`config.mk`:
```
export PLATFORM = sky130hd
export DESIGN_NAME = amp_i2c_arbiter
export DESIGN_NICKNAME = d
export VERILOG_FILES = /design/src/rtl/amp_i2c_pkg.sv /design/src/rtl/amp_rr_arb.sv /design/src/rtl/amp_i2c_arbiter.sv
export SDC_FILE = /design/constraint.sdc
export NUM_CORES = 1
export LEC_CHECK = 0
export ABC_AREA = 1
export BUFFER_PORTS_ARGS = -buffer_cell sky130_fd_sc_hd__clkbuf_2
export CORE_MARGIN = 1
export CORE_UTILIZATION = 57
export CTS_BUF_LIST = sky130_fd_sc_hd__clkbuf_4 sky130_fd_sc_hd__clkbuf_8
export DETAILED_ROUTE_END_ITERATION = 7
export PLACE_DENSITY_LB_ADDON = 0.12
export SKIP_CTS_REPAIR_TIMING = 1
export SYNTH_ARGS = -nofsm -noshare
export SYNTH_HDL_FRONTEND = slang
export SYNTH_SLANG_ARGS = --single-unit
```
`constraint.sdc`:
```
create_clock -name clk -period 4.9 [get_ports clk]
set_input_delay 0.245 -clock clk [delete_from_list [all_inputs] [get_ports clk]]
set_output_delay 0.245 -clock clk [all_outputs]
set_load 0.005 [all_outputs]
```
`src/rtl/amp_i2c_pkg.sv`:
```
// Shared types and widths for the amp I2C write arbiter.
// FSM state encoding plus register-address and data widths.
package amp_i2c_pkg;

  localparam int I2C_REG_AW = 7;
  localparam int I2C_DW     = 8;
  localparam int TMO_W      = 12;

  typedef enum logic [1:0] {
    IDLE,
    ISSUE,
    WAIT,
    GAP
  } arb_state_t;

endpackage

```
`src/rtl/amp_rr_arb.sv`:
```
// Combinational NREQ-way round-robin picker.
// Priority starts at rr_ptr and wraps from NREQ-1 back to 0.
module amp_rr_arb #(
  parameter int NREQ = 4,
  parameter int IW   = 2
) (
  input  logic [NREQ-1:0] req,
  input  logic [IW-1:0]   rr_ptr,
  output logic [NREQ-1:0] grant,
  output logic [IW-1:0]   idx,
  output logic            valid
);

  logic [IW-1:0] j;

  always_comb begin
    grant = '0;
    idx   = '0;
    valid = 1'b0;
    j     = '0;
    for (int k = 0; k < NREQ; k++) begin
      j = IW'((int'(rr_ptr) + k) % NREQ);
      if (!valid && req[j]) begin
        valid    = 1'b1;
        idx      = j;
        grant[j] = 1'b1;
      end
    end
  end

endmodule

```
`src/rtl/amp_i2c_arbiter.sv`:
```
// Round-robin arbiter sharing one amp I2C byte-write engine.
// Define AMP_I2C_NACK_RETRY_EN to retry NACKed writes up to MAX_RETRY.
module amp_i2c_arbiter
  import amp_i2c_pkg::*;
#(
  parameter int NREQ      = 4,
  parameter int GAP_CYC   = 16,
  parameter int TIMEOUT   = 4095,
  parameter int MAX_RETRY = 2
) (
  input  logic                       clk,
  input  logic                       resetb,
  input  logic [NREQ-1:0]            req,
  input  logic [I2C_REG_AW*NREQ-1:0] req_addr,
  input  logic [I2C_DW*NREQ-1:0]     req_data,
  output logic [NREQ-1:0]            ack,
  output logic [NREQ-1:0]            err,
  output logic                       tx_start,
  output logic [I2C_REG_AW-1:0]      tx_addr,
  output logic [I2C_DW-1:0]          tx_data,
  input  logic                       tx_done,
  input  logic                       tx_nack,
  output logic                       busy
);

  localparam int IW = $clog2(NREQ);
  localparam int GW = $clog2(GAP_CYC + 1);

  if (NREQ < 2 || NREQ > 8 || GAP_CYC < 1 ||
      TIMEOUT < 1 || TIMEOUT > 4095 ||
      MAX_RETRY < 0) begin : g_bad_cfg
    $error("amp_i2c_arbiter: bad parameters");
  end

  arb_state_t state, state_nxt;

  logic [IW-1:0]         rr_ptr, g_idx;
  logic [IW-1:0]         arb_idx, ptr_nxt;
  logic [NREQ-1:0]       g_oh, arb_grant;
  logic                  arb_valid;
  logic [TMO_W-1:0]      tmo_cnt;
  logic [GW-1:0]         gap_cnt;
  logic                  tmo_hit, gap_last;
  logic                  wait_exit, new_grant;
  logic                  retry_q, retry_nack;
  logic [I2C_REG_AW-1:0] addr_a [NREQ];
  logic [I2C_DW-1:0]     data_a [NREQ];

  for (genvar i = 0; i < NREQ; i++) begin : g_unpack
    assign addr_a[i] = req_addr[i*I2C_REG_AW +: I2C_REG_AW];
    assign data_a[i] = req_data[i*I2C_DW +: I2C_DW];
  end

  amp_rr_arb #(
    .NREQ (NREQ),
    .IW   (IW)
  ) u_arb (
    .req    (req),
    .rr_ptr (rr_ptr),
    .grant  (arb_grant),
    .idx    (arb_idx),
    .valid  (arb_valid)
  );

  assign tmo_hit   = (tmo_cnt == TMO_W'(TIMEOUT - 1));
  assign gap_last  = (gap_cnt == GW'(GAP_CYC - 1));
  assign wait_exit = tx_done || tmo_hit;
  // A pending retry owns the engine; arbitration is skipped.
  assign new_grant = (state == IDLE) && !retry_q && arb_valid;
  assign ptr_nxt   = (g_idx == IW'(NREQ - 1)) ?
                     '0 : g_idx + 1'b1;

  always_ff @(posedge clk) begin
    if (!resetb) state <= IDLE;
    else         state <= state_nxt;
  end

  always_comb begin
    state_nxt = state;
    unique case (state)
      IDLE:  if (retry_q || arb_valid) state_nxt = ISSUE;
      ISSUE: state_nxt = WAIT;
      WAIT:  if (wait_exit) state_nxt = GAP;
      GAP:   if (gap_last) state_nxt = IDLE;
      default: state_nxt = IDLE;
    endcase
  end

  always_comb begin
    tx_start = 1'b0;
    busy     = 1'b1;
    unique case (state)
      IDLE:    busy = 1'b0;
      ISSUE:   tx_start = 1'b1;
      default: ;
    endcase
  end

  always_ff @(posedge clk) begin
    if (!resetb) begin
      rr_ptr  <= '0;
      g_idx   <= '0;
      g_oh    <= '0;
      tx_addr <= '0;
      tx_data <= '0;
      tmo_cnt <= '0;
      gap_cnt <= '0;
      ack     <= '0;
      err     <= '0;
    end else begin
      ack <= '0;
      err <= '0;
      unique case (state)
        IDLE: begin
          if (new_grant) begin
            g_idx   <= arb_idx;
            g_oh    <= arb_grant;
            tx_addr <= addr_a[arb_idx];
            tx_data <= data_a[arb_idx];
          end
        end
        ISSUE: tmo_cnt <= '0;
        WAIT: begin
          tmo_cnt <= tmo_cnt + 1'b1;
          gap_cnt <= '0;
          if (wait_exit) begin
            rr_ptr <= ptr_nxt;
            if (tx_done && !tx_nack) ack <= g_oh;
            else if (!retry_nack)    err <= g_oh;
          end
        end
        GAP: gap_cnt <= gap_cnt + 1'b1;
        default: ;
      endcase
    end
  end

`ifdef AMP_I2C_NACK_RETRY_EN
  localparam int RCW = (MAX_RETRY < 1) ?
                       1 : $clog2(MAX_RETRY + 1);

  logic [RCW-1:0] retry_cnt;

  // Timeouts never retry: retry_nack needs a real tx_done.
  assign retry_nack = tx_done && tx_nack &&
                      (int'(retry_cnt) < MAX_RETRY);

  always_ff @(posedge clk) begin
    if (!resetb) begin
      retry_cnt <= '0;
      retry_q   <= 1'b0;
    end else if (new_grant) begin
      retry_cnt <= '0;
      retry_q   <= 1'b0;
    end else if (state == WAIT && wait_exit) begin
      retry_q <= retry_nack;
      if (retry_nack) retry_cnt <= retry_cnt + 1'b1;
    end
  end
`else
  assign retry_nack = 1'b0;
  assign retry_q    = 1'b0;
`endif

endmodule

```
==> impl_metrics.json <==
{
  "groute.layer.met3.usage_pct": 3.571,
  "route.detailed.wl_per_inst_um": 11.21,
  "dieArea_mm2": 0.005896,
  "antenna_found_initial": 0,
  "fin_util_pct": 71.50,
  "grt_pass1_wl_mm": 12.24,
  "fillers": 453,
  "use_met1_pct": 29.25,
  "clkTransAtPathRegs_ns": 0.09,
  "final_common_cell": "nand2_1",
  "dp_hpwl_mm": 5.563,
  "cp.arrival_ns": 3.12,
  "first_pass_iters": 4,
  "timing.final.crit_share_pct": 59.61,
  "crit_type": "reg2reg",
  "cts_made_buffers": 5,
  "ys_seq_area_share_pct": 31.40,
  "die_h_um": 76.79,
  "synth_nets": 562,
  "vias": 3214,
  "design_area_mm2": 0.003745,
  "stdcell_count": 635,
  "grt_use_met2_pct": 46.16,
  "hp-class": "in2reg",
  "cts_max_level": 2,
  "p_per_area_mw_per_mm2": 472.2,
  "hold_violations": 0,
  "cts_tree": "done",
  "initial_core_util_pct": 60.87,
  "setup_viol": 0,
  "drt-initial-drc-count": 159,
  "avgViaCountPerCell": 5.061,
  "die_w_um": 76.79,
  "grt_usage_pct": 25.09,
  "grt.overflow.total": 0,
  "grt-busiest-layer": "met2",
  "timing.slew.headroom_pct": 52.37,
  "nNetsFinal": 647,
  "crit_fanout": 31,
  "drv_cap": 0,
  "synth.distinct_cells": 34,
  "critPathRequiredTime_ns": 5.10,
  "start_kind": "register",
  "clockRootBuffer": "clkbuf_8",
  "row_count": 26,
  "worstSkewPairLatency_ns": 0.30,
  "port_buffers": 92,
  "synth.avg_cell_area_um2": 6.642,
  "fin_crit_ns": 2.921,
  "final_layout_size_suffix_gt1_share_pct": 24.60,
  "cts_sinks": 50,
  "gp_congestion": 0.9040,
  "core_mm2": 0.005238,
  "io-pin-count": 93,
  "wl_mm": 7.120,
  "leakage_nw": 2.032,
  "slew_violations": 0,
  "worst_hold_slack_ns": 0.2830,
  "area_growth_pct": 17.46,
  "mostFrequentLayoutCells": "nand2_1 (101), clkbuf_2 (92), inv_1 (77)",
  "status": "finished, final reports clean",
  "skew_ns": 0.006878,
  "fmax_mhz": 342.3,
  "synthesis.area_mm2": 0.003188,
  "setup_tns_ns": 0,
  "yosys_warnings": 0,
  "ys_ff_latch": 50,
  "antenna-diode-count": 0,
  "antenna_left": 0,
  "drc": 0,
  "end_kind": "register",
  "grt_max_degree": 39,
  "clock_path_buffers": 2,
  "ir_drop_uv": 265.4,
  "rsz0062_at_grt": "false",
  "tightest_slew_ns": 0.7137,
  "post-place-cells": 628,
  "syn_inst": 480,
  "place_area_mm2": 0.003632,
  "grt_pass1_vias": 3001
}
==> routing by layer <==
layer	part of all wire, %	vias up
met2	49	98
met3	4.6	9
met5	0	-
met4	1.5	0
li1	-	1700
met1	45	1407
==> worst max-delay path: stages, from the launching register on <==
cell	delay, ns
dfxtp_1	0.72
inv_2	0.20
ha_1	0.39
inv_1	0.12
nand3_1	0.11
nand2_1	0.11
inv_1	0.06
nand2_1	0.07
nand2_2	0.10
inv_2	0.41
nand2_2	0.26
nor3b_2	0.21
nor2_1	0.05
==> worst paths after layout <==
kind	slack, ns	end	depth (start not counted)	start
worst min register to register	0.46	tmo_cnt[5]	2	tmo_cnt[5]
worst max-delay path	1.98	tx_data[7]	12	rr_ptr[0]
worst max register to register	1.98	tx_data[7]	12	rr_ptr[0]
worst min-delay path	0.28	tx_data[7]	5	req_data[15]
==> stage by stage <==
stage	power (mW)	worst slack [ns]
floorplan	1.311	2.790
finish	1.768	1.979
global route	1.937	1.675
global placement	1.458	2.088
CTS	1.773	1.993
detailed placement	1.478	1.995
==> cell type report <==
cell class,count,area [um2],share of cell area (%)
Multi-Input combinational cell,335,1779,47.51
Timing Repair Buffer,92,460.4,12.30
Inverter,81,304.0,8.119
Sequential cell,50,1001,26.73
Clock inverter,1,30.03,0.8019
Clock buffer,6,82.58,2.205
Tap cell,70,87.58,2.339
==> registers in the layout (all words and copies together) (netlist names) <==
register / flops
tmo_cnt: 12
ack: 4
g_oh: 4
state: 2
tx_data: 8
tx_addr: 7
err: 4
g_idx: 2
gap_cnt: 5
rr_ptr: 2
==> cell usage after synthesis <==
library cell	instances	area, um2
a211oi_1	3	22.52
a21boi_1	1	7.510
a21oi_1	26	130.1
a21oi_2	1	8.760
a221oi_1	1	8.760
a22oi_1	4	30.03
a31oi_1	5	31.28
and3_1	1	6.260
buf_12	1	20.02
buf_2	4	20.02
buf_4	2	15.01
buf_6	3	33.78
clkbuf_1	4	15.01
dfxtp_1	50	1001
ha_1	14	175.2
inv_1	77	289.0
inv_2	4	15.01
nand2_1	101	379.1
nand2_2	6	37.54
nand2_4	5	56.30
nand3_1	55	275.3
nand3_2	5	50.05
nand3b_1	8	60.06
nand4_1	3	18.77
nand4_2	1	12.51
nor2_1	59	221.5
nor2_2	9	56.30
nor2_4	1	11.26
nor3_1	3	15.01
nor3b_2	6	75.07
o211ai_1	1	7.510
o21ai_0	9	45.04
o21ai_1	5	25.02
or2_2	2	12.51
==> power breakdown <==
group | internal, mW | switching (mW)
clock | 0.163 | 0.127
combinational | 0.325 | 0.595
sequential | 0.495 | 0.0625
==> cells by family (layout without fill, tap and decap cells) <==
| family | Yosys count | in the layout | synth area share (%) |
|---|---|---|---|
| compound gates | 56 | 56 | 9.929 |
| fa+ha+maj | 14 | 14 | 5.495 |
| flops | 50 | 50 | 31.40 |
| simple gates | 265 | 265 | 40.38 |
| buf+inv | 95 | 180 | 12.79 |
Power figures use the tool's default switching activity.
